**config.mk**
```make
export PLATFORM = sky130hd
export DESIGN_NAME = stack_seq
export DESIGN_NICKNAME = d
export VERILOG_FILES = /design/src/rtl/stack_seq.sv
export SDC_FILE = /design/constraint.sdc
export NUM_CORES = 1
export LEC_CHECK = 0
export CAP_MARGIN = 20
export CORE_UTILIZATION = 40
export CTS_BUF_LIST = sky130_fd_sc_hd__clkbuf_16
export DETAILED_ROUTE_END_ITERATION = 10
export SLEW_MARGIN = 20
export SYNTH_ARGS = -nofsm -noshare
export SYNTH_HDL_FRONTEND = slang
export SYNTH_SLANG_ARGS = --single-unit
```
**constraint.sdc**
```tcl
create_clock -name i_clk -period 5.96 [get_ports i_clk]
set_clock_uncertainty 0.15 [all_clocks]
set_input_delay 1.49 -clock i_clk [delete_from_list [all_inputs] [get_ports i_clk]]
set_output_delay 1.49 -clock i_clk [all_outputs]
set_load 0.05 [all_outputs]
```
**src/rtl/stack_seq.sv**
```systemverilog
// Stack-machine sequencer: accepts postfix instructions and drives Stack PUSH/POP/TOS strobes.
// Optional STACK_SEQ_MUL_EN enables opcode 111 as MUL; without it 111 is illegal.
module stack_seq #(
  parameter int W     = 8,
  parameter int DEPTH = 8,
  parameter int DW    = 4
) (
  input  logic          i_clk,
  input  logic          i_rst,
  input  logic          i_instr_valid,
  output logic          o_instr_ready,
  input  logic [2:0]    i_instr_op,
  input  logic [W-1:0]  i_instr_imm,
  output logic [W-1:0]  o_stk_out,
  input  logic [W-1:0]  i_stk_in,
  output logic          o_stk_push,
  output logic          o_stk_pop,
  output logic          o_stk_tos,
  output logic [W-1:0]  o_result,
  output logic [DW-1:0] o_depth,
  output logic          o_err
);

  localparam logic [2:0] OP_DROP  = 3'b000;
  localparam logic [2:0] OP_PUSHI = 3'b001;
  localparam logic [2:0] OP_ADD   = 3'b010;
  localparam logic [2:0] OP_SUB   = 3'b011;
  localparam logic [2:0] OP_AND   = 3'b100;
  localparam logic [2:0] OP_OR    = 3'b101;
  localparam logic [2:0] OP_DUP   = 3'b110;
  localparam logic [2:0] OP_MUL   = 3'b111;
  localparam logic [DW-1:0] LP_DEPTH = DW'(DEPTH);
  localparam logic [DW-1:0] LP_ONE   = DW'(1);
  localparam logic [DW-1:0] LP_TWO   = DW'(2);

  typedef enum logic [2:0] {
    S_IDLE, S_TOS_A, S_RD_A, S_TOS_B, S_RD_B, S_PUSH_R
  } state_t;

  state_t         r_state;
  state_t         w_next;
  logic [2:0]     r_op;
  logic [W-1:0]   r_imm;
  logic [W-1:0]   r_a;
  logic [W-1:0]   r_b;
  logic [W-1:0]   r_result;
  logic [DW-1:0]  r_depth;
  logic           r_err;
  logic           w_accept;
  logic           w_legal;
  logic [W-1:0]   w_val;
`ifdef STACK_SEQ_MUL_EN
  logic [2*W-1:0] w_prod;
  assign w_prod = r_a * r_b;
`endif

  assign w_accept = i_instr_valid & o_instr_ready;

  // Operand-availability checks are made against the depth seen at acceptance.
  always_comb begin
    w_legal = 1'b0;
    case (i_instr_op)
      OP_DROP:  w_legal = (r_depth >= LP_ONE);
      OP_PUSHI: w_legal = (r_depth < LP_DEPTH);
      OP_DUP:   w_legal = (r_depth >= LP_ONE) && (r_depth < LP_DEPTH);
`ifdef STACK_SEQ_MUL_EN
      OP_MUL:   w_legal = (r_depth >= LP_TWO);
`else
      OP_MUL:   w_legal = 1'b0;
`endif
      default:  w_legal = (r_depth >= LP_TWO);
    endcase
  end

  always_comb begin
    w_val = '0;
    case (r_op)
      OP_PUSHI: w_val = r_imm;
      OP_ADD:   w_val = r_b + r_a;
      OP_SUB:   w_val = r_b - r_a;
      OP_AND:   w_val = r_b & r_a;
      OP_OR:    w_val = r_b | r_a;
      OP_DUP:   w_val = r_a;
`ifdef STACK_SEQ_MUL_EN
      OP_MUL:   w_val = w_prod[W-1:0];
`endif
      default:  w_val = '0;
    endcase
  end

  always_ff @(posedge i_clk) begin
    if (i_rst) r_state <= S_IDLE;
    else       r_state <= w_next;
  end

  always_comb begin
    w_next = r_state;
    case (r_state)
      S_IDLE: begin
        if (w_accept && w_legal) begin
          if (i_instr_op == OP_PUSHI)     w_next = S_PUSH_R;
          else if (i_instr_op == OP_DROP) w_next = S_RD_A;
          else                            w_next = S_TOS_A;
        end
      end
      S_TOS_A:  w_next = S_RD_A;
      S_RD_A: begin
        if (r_op == OP_DROP)     w_next = S_IDLE;
        else if (r_op == OP_DUP) w_next = S_PUSH_R;
        else                     w_next = S_TOS_B;
      end
      S_TOS_B:  w_next = S_RD_B;
      S_RD_B:   w_next = S_PUSH_R;
      S_PUSH_R: w_next = S_IDLE;
      default:  w_next = S_IDLE;
    endcase
  end

  // DROP pops without reading, so TOS stays low in its RD_A.
  always_comb begin
    o_instr_ready = (r_state == S_IDLE);
    o_stk_tos     = (r_state == S_TOS_A) || (r_state == S_TOS_B) || (r_state == S_RD_B) ||
                    ((r_state == S_RD_A) && (r_op != OP_DROP));
    o_stk_pop     = (r_state == S_RD_B) || ((r_state == S_RD_A) && (r_op != OP_DUP));
    o_stk_push    = (r_state == S_PUSH_R);
    o_stk_out     = (r_state == S_PUSH_R) ? w_val : '0;
  end

  always_ff @(posedge i_clk) begin
    if (i_rst) begin
      r_op     <= '0;
      r_imm    <= '0;
      r_a      <= '0;
      r_b      <= '0;
      r_result <= '0;
      r_depth  <= '0;
      r_err    <= 1'b0;
    end else begin
      if (w_accept) begin
        r_op  <= i_instr_op;
        r_imm <= i_instr_imm;
        if (!w_legal) r_err <= 1'b1;
      end
      if ((r_state == S_RD_A) && (r_op != OP_DROP)) r_a <= i_stk_in;
      if (r_state == S_RD_B)                        r_b <= i_stk_in;
      if (o_stk_push)     r_result <= w_val;
      if (o_stk_push)     r_depth  <= r_depth + LP_ONE;
      else if (o_stk_pop) r_depth  <= r_depth - LP_ONE;
    end
  end

  assign o_result = r_result;
  assign o_depth  = r_depth;
  assign o_err    = r_err;

endmodule

```
Yosys cells after proc, flatten, opt, wreduce, memory -nomap -nowiden
Index checks and enable logic that the tools add are counted.

storage, ports and cells
  bits in registers = 43
  output and inout port bits = 25

operators by class
  add/subtract/negate cells = 4
  $lt $le $gt $ge = 3
  eq/ne operators = 16
  muxes and demuxes = 11
  bitwise logic cells = 4
  reductions and logical operators = 14

operators with widths
  operator             number
  $pmux 8 s6           1
  $eq 3x3->1 const B   7
  $pmux 3 s5           1
  $eq 3x2->1 const B   4
  $mux 3               4
  $eq 3x1->1 const B   3
  $logic_not 3->1      3
  $add 8x8->8          1
  $and 8x8->8          1
  $mux 4               2
  $mux 8               1
  $or 8x8->8           1
  $sub 8x8->8          1
  $add 4x1->4 const B  1
  $ge 4x1->1 const B   1
  $ge 4x2->1 const B   1
  $logic_and 1x1->1    4
  $logic_or 1x1->1     4
  $lt 4x4->1 const B   1
  $pmux 1 s4           1
  $sub 4x1->4 const B  1
  $ne 3x3->1 const B   1
  $reduce_bool 3->1    1
  $mux 2               1
  5 further kinds      5

Longest topological paths before layout
Gate-level depths: netlist (run 1).

  word-level depth = 6
  depth in mapped cells = 12
  depth with buffers taken out = 11

Worst setup path before layout (run 1)
OpenSTA, ideal clock, no wires.

  path kind = register to output
  start = reg r_op[2]
  end = out o_stk_out[6]
  arrival time = 2.921 ns
  setup slack = 1.399 ns
  stages on the path, launching flop included = 12
  path buffers = 2
  cells stage by stage = dfxtp_1 -> buf_4 -> and3b_1 -> buf_2 -> mux2_2 -> fa_1 -> nor2b_1 -> o21a_1 -> o21a_1 -> o2111ai_1 -> o31a_1 -> a21oi_1

between the ends
  longest elaborated chain between the ends = 3
  elaborated cells between the ends (all ways) = 8

RTL lines
  element                             line  RTL
  from (decl)                         42    logic [2:0] r_op;
  from (signal assigned)              140   r_op <= i_instr_op;
  $eq 3x3->1 (tied with other cells)  77    case (r_op)
  $pmux 8 s6 *                        77
  $mux 8 *                            126   o_stk_out = (r_state == S_PUSH_R) ? w_val : '0;
  to (decl)                           14    output logic [W-1:0] o_stk_out,

Every way passes the cells marked *; elsewhere a longest branch is shown, timed or not.

Final worst setup path (run 1)
  start = reg r_a[0]
  end = out o_stk_out[6]

between the ends
  longest elaborated chain between the ends = 3
  elaborated cells between the ends (all ways) = 4

RTL lines
  element                                            line    RTL
  from (decl)                                        44      logic [W-1:0] r_a;
  from (signal assigned)                             144     if ((r_state == S_RD_A) && (r_op != OP_DROP)) r_a <= i_stk_in;
  $sub 8x8->8 / $add 8x8->8 (equally long branches)  80, 79
  $pmux 8 s6 *                                       77
  $mux 8 *                                           126

Marked as above.

==> results.cfg, run 1 <==
[status]
outcome = completed

[die]
core_region_area_um2 = 6350
floorplan.die.width_um = 83.3
rows = 29
initial_core_util_pct = 41.6
dieHeight_um = 83.3
die_area_um2 = 6930
boundaryPins = 47

[place]
dpl.hpwl_mm = 5.04
post-place-cells = 443
placement.setup.worst_slack_ns = 1.13
cell_area_after_placement_um2 = 3130
gp_routability_congestion = 0.947
placement.io_buffers = 46

[min_path]
number_of_cells_traversed_by_the_worst_hold_path = 2
min_path_type = flop to flop
worstHoldEndpoint = r_imm[0]
timing.hold.worst.start = r_imm[0]

[sta]
setup_repair_after_global_routing_missed_its_margin = no
slew_violations = 0
timing.final.hold_violations = 0
worst_slew_margin_rel_pct = 46.4
whs_ns = 0.306
setup_total_negative_slack_ns = 0
fmax_achieved_mhz = 193
timing.final.crit_share_pct = 86.7
finalCriticalPeriod_ns = 5.17
timing.final.ws_setup_ns = 0.791
setup_violations = 0
tightestPinTransition_ns = 0.801

[routing]
via_per_inst = 5.31
drt_first_iter_violations = 146
routed_wire_length_per_instance_um = 14.6
drt_antenna_net_count = 0
wl_mm = 6.57
drc = 0
detailedRoute.firstPassIterationCount = 5
num_vias = 2397

[global_route]
antenna_found_initial = 0
grt_max_degree = 23
first_pass_grt_wire_length_mm = 11.0
grt_util_met2_pct = 32.2
gr-usage-all-layers_pct = 19.7
grt.met3_usage_pct = 3.68
grt_overflow_total = 0
top_usage_layer = met2
grt_pass1_vias = 2241
global_route.usage.met1_pct = 26.7

[setup_path]
worstPathMaxFanout = 7
source_of_the_worst_register_to_register_timing_path = r_a[0]
worstPathCellList = inv_1 > ha_1 > mux2_2 > fa_1 > nor2b_1 > o21a_1 > o21a_1 > o2111ai_1 > o31a_1 > a21oi_1 > clkdlybuf4s50_1
required_time_of_the_critical_path_ns = 4.32
cp_top_family = buffers and inverters
cp.buffers_inverters = 2
cp-start-kind = flop
cp_slowest_stage_delay_ns = 0.83
crit_path_end_kind = output port
critical_path.reg2reg.endpoint = o_result[4]
slowest_stage = sky130_fd_sc_hd__clkdlybuf4s50_1
worst_r2r_path_depth = 10
timing.reg2reg.setup_slack_ns = 3.16
crit_path_frequent_cell = sky130_fd_sc_hd__o21a_1
type_of_the_worst_setup_path = flop to output port
worst_path_arrival_time_ns = 3.53

[clock_tree]
cts_made_buffers = 5
cts_setup_buffers = 0
cts_num_sinks = 43
cts.clk_slew.worst_paths_ns = 0.06
cts_tree = done
clk-insertion-delay-late_ns = 0.28
post_cts_hold_buffer_count = 0
cts-root-to-sink-buffers = 2
cts_root_buf = sky130_fd_sc_hd__clkbuf_16
ctsResizeCount = 0
h-tree-depth = 2

[synth]
synth.ff_latch_count = 43
synth-edff-count = 0
syn_avg_cell_area_um2 = 7.86
syn-cell-area_um2 = 2640
ys_async_rst_share_pct = 0
post_synth_cell_types = 60
ys_dominant_reg_cell = sky130_fd_sc_hd__dfxtp_1
synth_cells = 336
synth_seq_area_share_pct = 32.6
syn_warnings = 0
synth_fp_nets = 372

[layout]
final_net_count = 409
fraction_of_final_layout_cells_with_drive_strength_greater_than_1_pct = 5.35
final_design_area_no_fill_um2 = 3270
fin_cells = 451
layout-area-overhead-vs-synth_pct = 23.7
antenna_cells = 0

[power]
ir_worst_vdd_mv = 0.152
power_density_nw_per_um2 = 251
total_leakage_power_nw = 1.26

[job]
max-cap-violations = 0
sequential cells by signal, indices dropped and copies added (netlist names):
register / flops
o_depth: 4
o_err: 1
o_result: 8
r_a: 8
r_b: 8
r_imm: 8
r_op: 3
r_state: 3
how the worst max path moves through the flow:
stage / start / to / slack [ns] / depth (start not counted)
after floorplan: r_op[2] / o_stk_out[6] / 1.40 / 11
after global placement: r_a[0] / o_stk_out[6] / 1.14 / 11
final: r_a[0] / o_stk_out[6] / 0.79 / 11
after global routing: r_a[0] / o_stk_out[6] / 0.60 / 11
after detailed placement: r_a[0] / o_stk_out[6] / 1.13 / 11
after CTS: r_a[0] / o_stk_out[6] / 0.80 / 11
report_power, final:
group	switching, mW	internal [mW]	leakage [nW]
sequential	0.0195	0.305	0.349
combinational	0.137	0.0956	0.844
clock	0.110	0.153	0.0710
metrics by stage:
step	power, mW	util, %
2_1_floorplan	0.498	-
3_3_place_gp	0.563	49.2
3_5_place_dp	0.564	49.2
4_1_cts	0.829	51.4
5_1_grt	0.865	51.4
6_report	0.821	51.4
cell usage in the layout (no fill, tap or decap), types with 3 or more instances in the layout:
| cell | n |
|---|---|
| sky130_fd_sc_hd__xnor2_1 | 12 |
| sky130_fd_sc_hd__clkdlybuf4s50_1 | 46 |
| sky130_fd_sc_hd__nor3_1 | 6 |
| sky130_fd_sc_hd__buf_4 | 4 |
| sky130_fd_sc_hd__o21a_1 | 4 |
| sky130_fd_sc_hd__a21o_1 | 3 |
| sky130_fd_sc_hd__o21ai_0 | 12 |
| sky130_fd_sc_hd__dfxtp_1 | 43 |
| sky130_fd_sc_hd__mux2i_1 | 11 |
| sky130_fd_sc_hd__nor2_1 | 31 |
| sky130_fd_sc_hd__clkbuf_16 | 5 |
| sky130_fd_sc_hd__o221ai_1 | 3 |
| sky130_fd_sc_hd__a22o_1 | 5 |
| sky130_fd_sc_hd__inv_1 | 15 |
| sky130_fd_sc_hd__nor2b_1 | 4 |
| sky130_fd_sc_hd__nand3_1 | 4 |
| sky130_fd_sc_hd__nand3b_1 | 4 |
| sky130_fd_sc_hd__and2_1 | 5 |
| sky130_fd_sc_hd__ha_1 | 13 |
| sky130_fd_sc_hd__xor2_1 | 4 |
| sky130_fd_sc_hd__a21oi_1 | 38 |
| sky130_fd_sc_hd__nand2_1 | 57 |
metal layers:
layer | part of all wire [%] | up-vias
met5 | 0 | -
met4 | 1.0 | 0
met3 | 4.8 | 4
met2 | 46 | 55
met1 | 48 | 1088
li1 | - | 1250
worst min-delay path, delay by kind of cell, from the launching register on:
| kind | cells | cell delay [ns] |
|---|---|---|
| compound gates | 1 | 0.05 |
| simple gates | 1 | 0.05 |
| flops | 1 | 0.31 |
cell usage after synthesis, types with 2 or more instances:
cell type                  count  area [um^2]
sky130_fd_sc_hd__nand2_1      57          214
sky130_fd_sc_hd__dfxtp_1      43          861
sky130_fd_sc_hd__a21oi_1      38          190
sky130_fd_sc_hd__nor2_1       31          116
sky130_fd_sc_hd__inv_1        14         52.6
sky130_fd_sc_hd__ha_1         13          163
sky130_fd_sc_hd__o21ai_0      12         60.1
sky130_fd_sc_hd__xnor2_1      12          105
sky130_fd_sc_hd__mux2i_1      11          110
sky130_fd_sc_hd__clkbuf_1      8         30.0
sky130_fd_sc_hd__buf_2         7         35.0
sky130_fd_sc_hd__nor3_1        6         30.0
sky130_fd_sc_hd__a22o_1        5         43.8
sky130_fd_sc_hd__and2_1        5         31.3
sky130_fd_sc_hd__nand3_1       4         20.0
sky130_fd_sc_hd__nand3b_1      4         30.0
sky130_fd_sc_hd__nor2b_1       4         25.0
sky130_fd_sc_hd__o21a_1        4         30.0
sky130_fd_sc_hd__xor2_1        4         35.0
sky130_fd_sc_hd__a21o_1        3         22.5
sky130_fd_sc_hd__buf_4         3         22.5
sky130_fd_sc_hd__o221ai_1      3         26.3
sky130_fd_sc_hd__a222oi_1      2         20.0
sky130_fd_sc_hd__a22oi_1       2         15.0
sky130_fd_sc_hd__a311oi_1      2         17.5
sky130_fd_sc_hd__and2b_1       2         15.0
sky130_fd_sc_hd__and3_1        2         12.5
sky130_fd_sc_hd__nand4_1       2         12.5
sky130_fd_sc_hd__o31ai_1       2         15.0
area by class of cell:
cell class                 count  area, um^2
clock buffer                   5         125
fill                         631        3080
multi-input combinational    258        1620
clock inverter                 3        16.3
sequential                    43         861
timing repair buffer          50         490
inverter                      15        56.3
tap                           77        96.3
cells by family after synthesis:
logic type / count (synthesis) / share of synthesized area, %
buf+inv: 35 / 6.02
fa+ha+maj: 14 / 6.92
mux: 12 / 4.60
flops: 43 / 32.6
compound gates: 89 / 21.9
simple gates: 127 / 22.7
xor+xnor: 16 / 5.31
Note: power is estimated with default switching activity, not from simulation.
==> inputs of run 2 (changes only) <==
Clock period 5.96 ns to 5 ns, I/O delays scaled along.
==> run 2 against run 1 <==
  * Combinational power is 19% higher
  * Hold slack better by 0.0044 ns
  * Clock power is 40% higher
  * Sequential cell count stayed put
  * Highest routed layer unchanged
==> results.cfg, run 2 (same netlist as run 1, synthesis figures left out) <==
[status]
outcome = completed

[clock_tree]
cts_tree = done
ctsResizeCount = 0
cts_root_buf = sky130_fd_sc_hd__clkbuf_16
cts_num_sinks = 43
cts_made_buffers = 5
cts.clk_slew.worst_paths_ns = 0.06
cts-root-to-sink-buffers = 2
h-tree-depth = 2
cts_setup_buffers = 0
post_cts_hold_buffer_count = 0
clk-insertion-delay-late_ns = 0.28

[routing]
num_vias = 2386
detailedRoute.firstPassIterationCount = 4
drc = 0
drt_first_iter_violations = 86
via_per_inst = 5.29
uppermost_routed_layer = met4
detailroute.wirelength.met2_mm = 3.17
drt_antenna_net_count = 0
wl_mm = 6.76
sum_of_routed_wire_segments_on_met1_mm = 3.30
route.met3.wl_um = 202
routed_wire_length_per_instance_um = 15.0

[sta]
slew_violations = 0
setup_total_negative_slack_ns = 0
timing.final.crit_share_pct = 92.6
timing.final.hold_violations = 0
setup_repair_after_global_routing_missed_its_margin = no
fmax_achieved_mhz = 216
setup_violations = 0
whs_ns = 0.310
tightestPinTransition_ns = 0.815
finalCriticalPeriod_ns = 4.63
worst_slew_margin_rel_pct = 45.5

[min_path]
number_of_cells_traversed_by_the_worst_hold_path = 2
min_path_type = flop to flop

[job]
max-cap-violations = 0

[die]
boundaryPins = 47
rows = 29
die_area_um2 = 6930
dieHeight_um = 83.3
core_region_area_um2 = 6350
initial_core_util_pct = 41.6
floorplan.die.width_um = 83.3

[setup_path]
slowest_stage = sky130_fd_sc_hd__clkdlybuf4s50_1
cp.buffers_inverters = 2
required_time_of_the_critical_path_ns = 3.60
cp_slowest_stage_delay_ns = 0.82
worstPathMaxFanout = 7
worst_path_arrival_time_ns = 3.23
number_of_cells_on_the_critical_path = 10
cp_top_family = buffers and inverters
crit_path_end_kind = output port
type_of_the_worst_setup_path = flop to output port
crit_path_frequent_cell = sky130_fd_sc_hd__o21ai_0
timing.reg2reg.setup_slack_ns = 2.15
cp-start-kind = flop
worstPathCellList = inv_1 > ha_1 > mux2_2 > fa_1 > xnor2_1 > nand2_1 > o21ai_0 > o21ai_0 > nor2_1 > clkdlybuf4s50_1
worst_r2r_path_depth = 10

[place]
placement.io_buffers = 46
dpl.hpwl_mm = 5.21
post-place-cells = 444
gp_routability_congestion = 0.946

[layout]
mostFrequentLayoutCells = 57 x sky130_fd_sc_hd__nand2_1, 43 x sky130_fd_sc_hd__dfxtp_1, 42 x sky130_fd_sc_hd__clkdlybuf4s50_1, 38 x sky130_fd_sc_hd__a21oi_1, 31 x sky130_fd_sc_hd__nor2_1
layout-area-overhead-vs-synth_pct = 24.4
fraction_of_final_layout_cells_with_drive_strength_greater_than_1_pct = 6.68
fin_cells = 451
antenna_cells = 0
final_common_cell = sky130_fd_sc_hd__nand2_1
final_net_count = 410

[power]
power_density_nw_per_um2 = 315
post-layout-total-power_mw = 1.03
total_leakage_power_nw = 1.28
ir_worst_vdd_mv = 0.211

[global_route]
first_pass_grt_wire_length_mm = 11.3
antenna_found_initial = 0
gr-usage-all-layers_pct = 20.0
grt_pass1_vias = 2280
grt_overflow_total = 0
grt_max_degree = 23
## run 2: changes by cell type in the layout (fill, tap and decap cells not counted), sizes merged
cell,previous run,this run
buf,4,9
clkdlybuf4s50,46,42
bufinv,0,1
inv,16,15
clkinv,1,0
## run 2: layout make-up
cell class	instances	area [um^2]
repair buffers	51	488
clock inverters	2	37.5
well taps	77	96.3
flip-flops and latches	43	861
inverters	15	56.3
multi-input cells	258	1620
fillers	621	3060
clock buffers	5	125
## run 2: layer usage
layer,GRT usage (%),vias to the layer above
li1,-,1244
met1,26.8,1079
met2,32.8,53
met3,3.18,10
met4,6.43,0
met5,0,-
## run 2: tightest hold or removal path: stages (launching register included)
cell	delay (ns)
sky130_fd_sc_hd__dfxtp_1	0.31
sky130_fd_sc_hd__nand2_1	0.05
sky130_fd_sc_hd__a21oi_1	0.05
## run 2: stage by stage
step	worst slack, ns	area (um^2)	utilization, %
after floorplan	0.679	2640	-
after global placement	0.768	3120	49.2
after detailed placement	0.674	3120	49.2
after CTS	0.369	3290	51.7
after global routing	0.197	3290	51.7
final	0.368	3290	51.7
## run 2: where the power goes
group | leakage, nW | switching (mW) | internal (mW)
Combinational | 0.856 | 0.164 | 0.114
Clock | 0.0759 | 0.136 | 0.233
Sequential | 0.349 | 0.0239 | 0.364
Total | 1.28 | 0.324 | 0.710
## run 2: path summary, 6_finish.rpt
| kind | start | endpoint |
|---|---|---|
| worst max-delay path | r_a[0] | o_stk_out[2] |
| worst min-delay path | r_imm[0] | r_imm[0] |
| worst max register to register | r_a[0] | o_result[4] |
| worst min register to register | r_imm[0] | r_imm[0] |
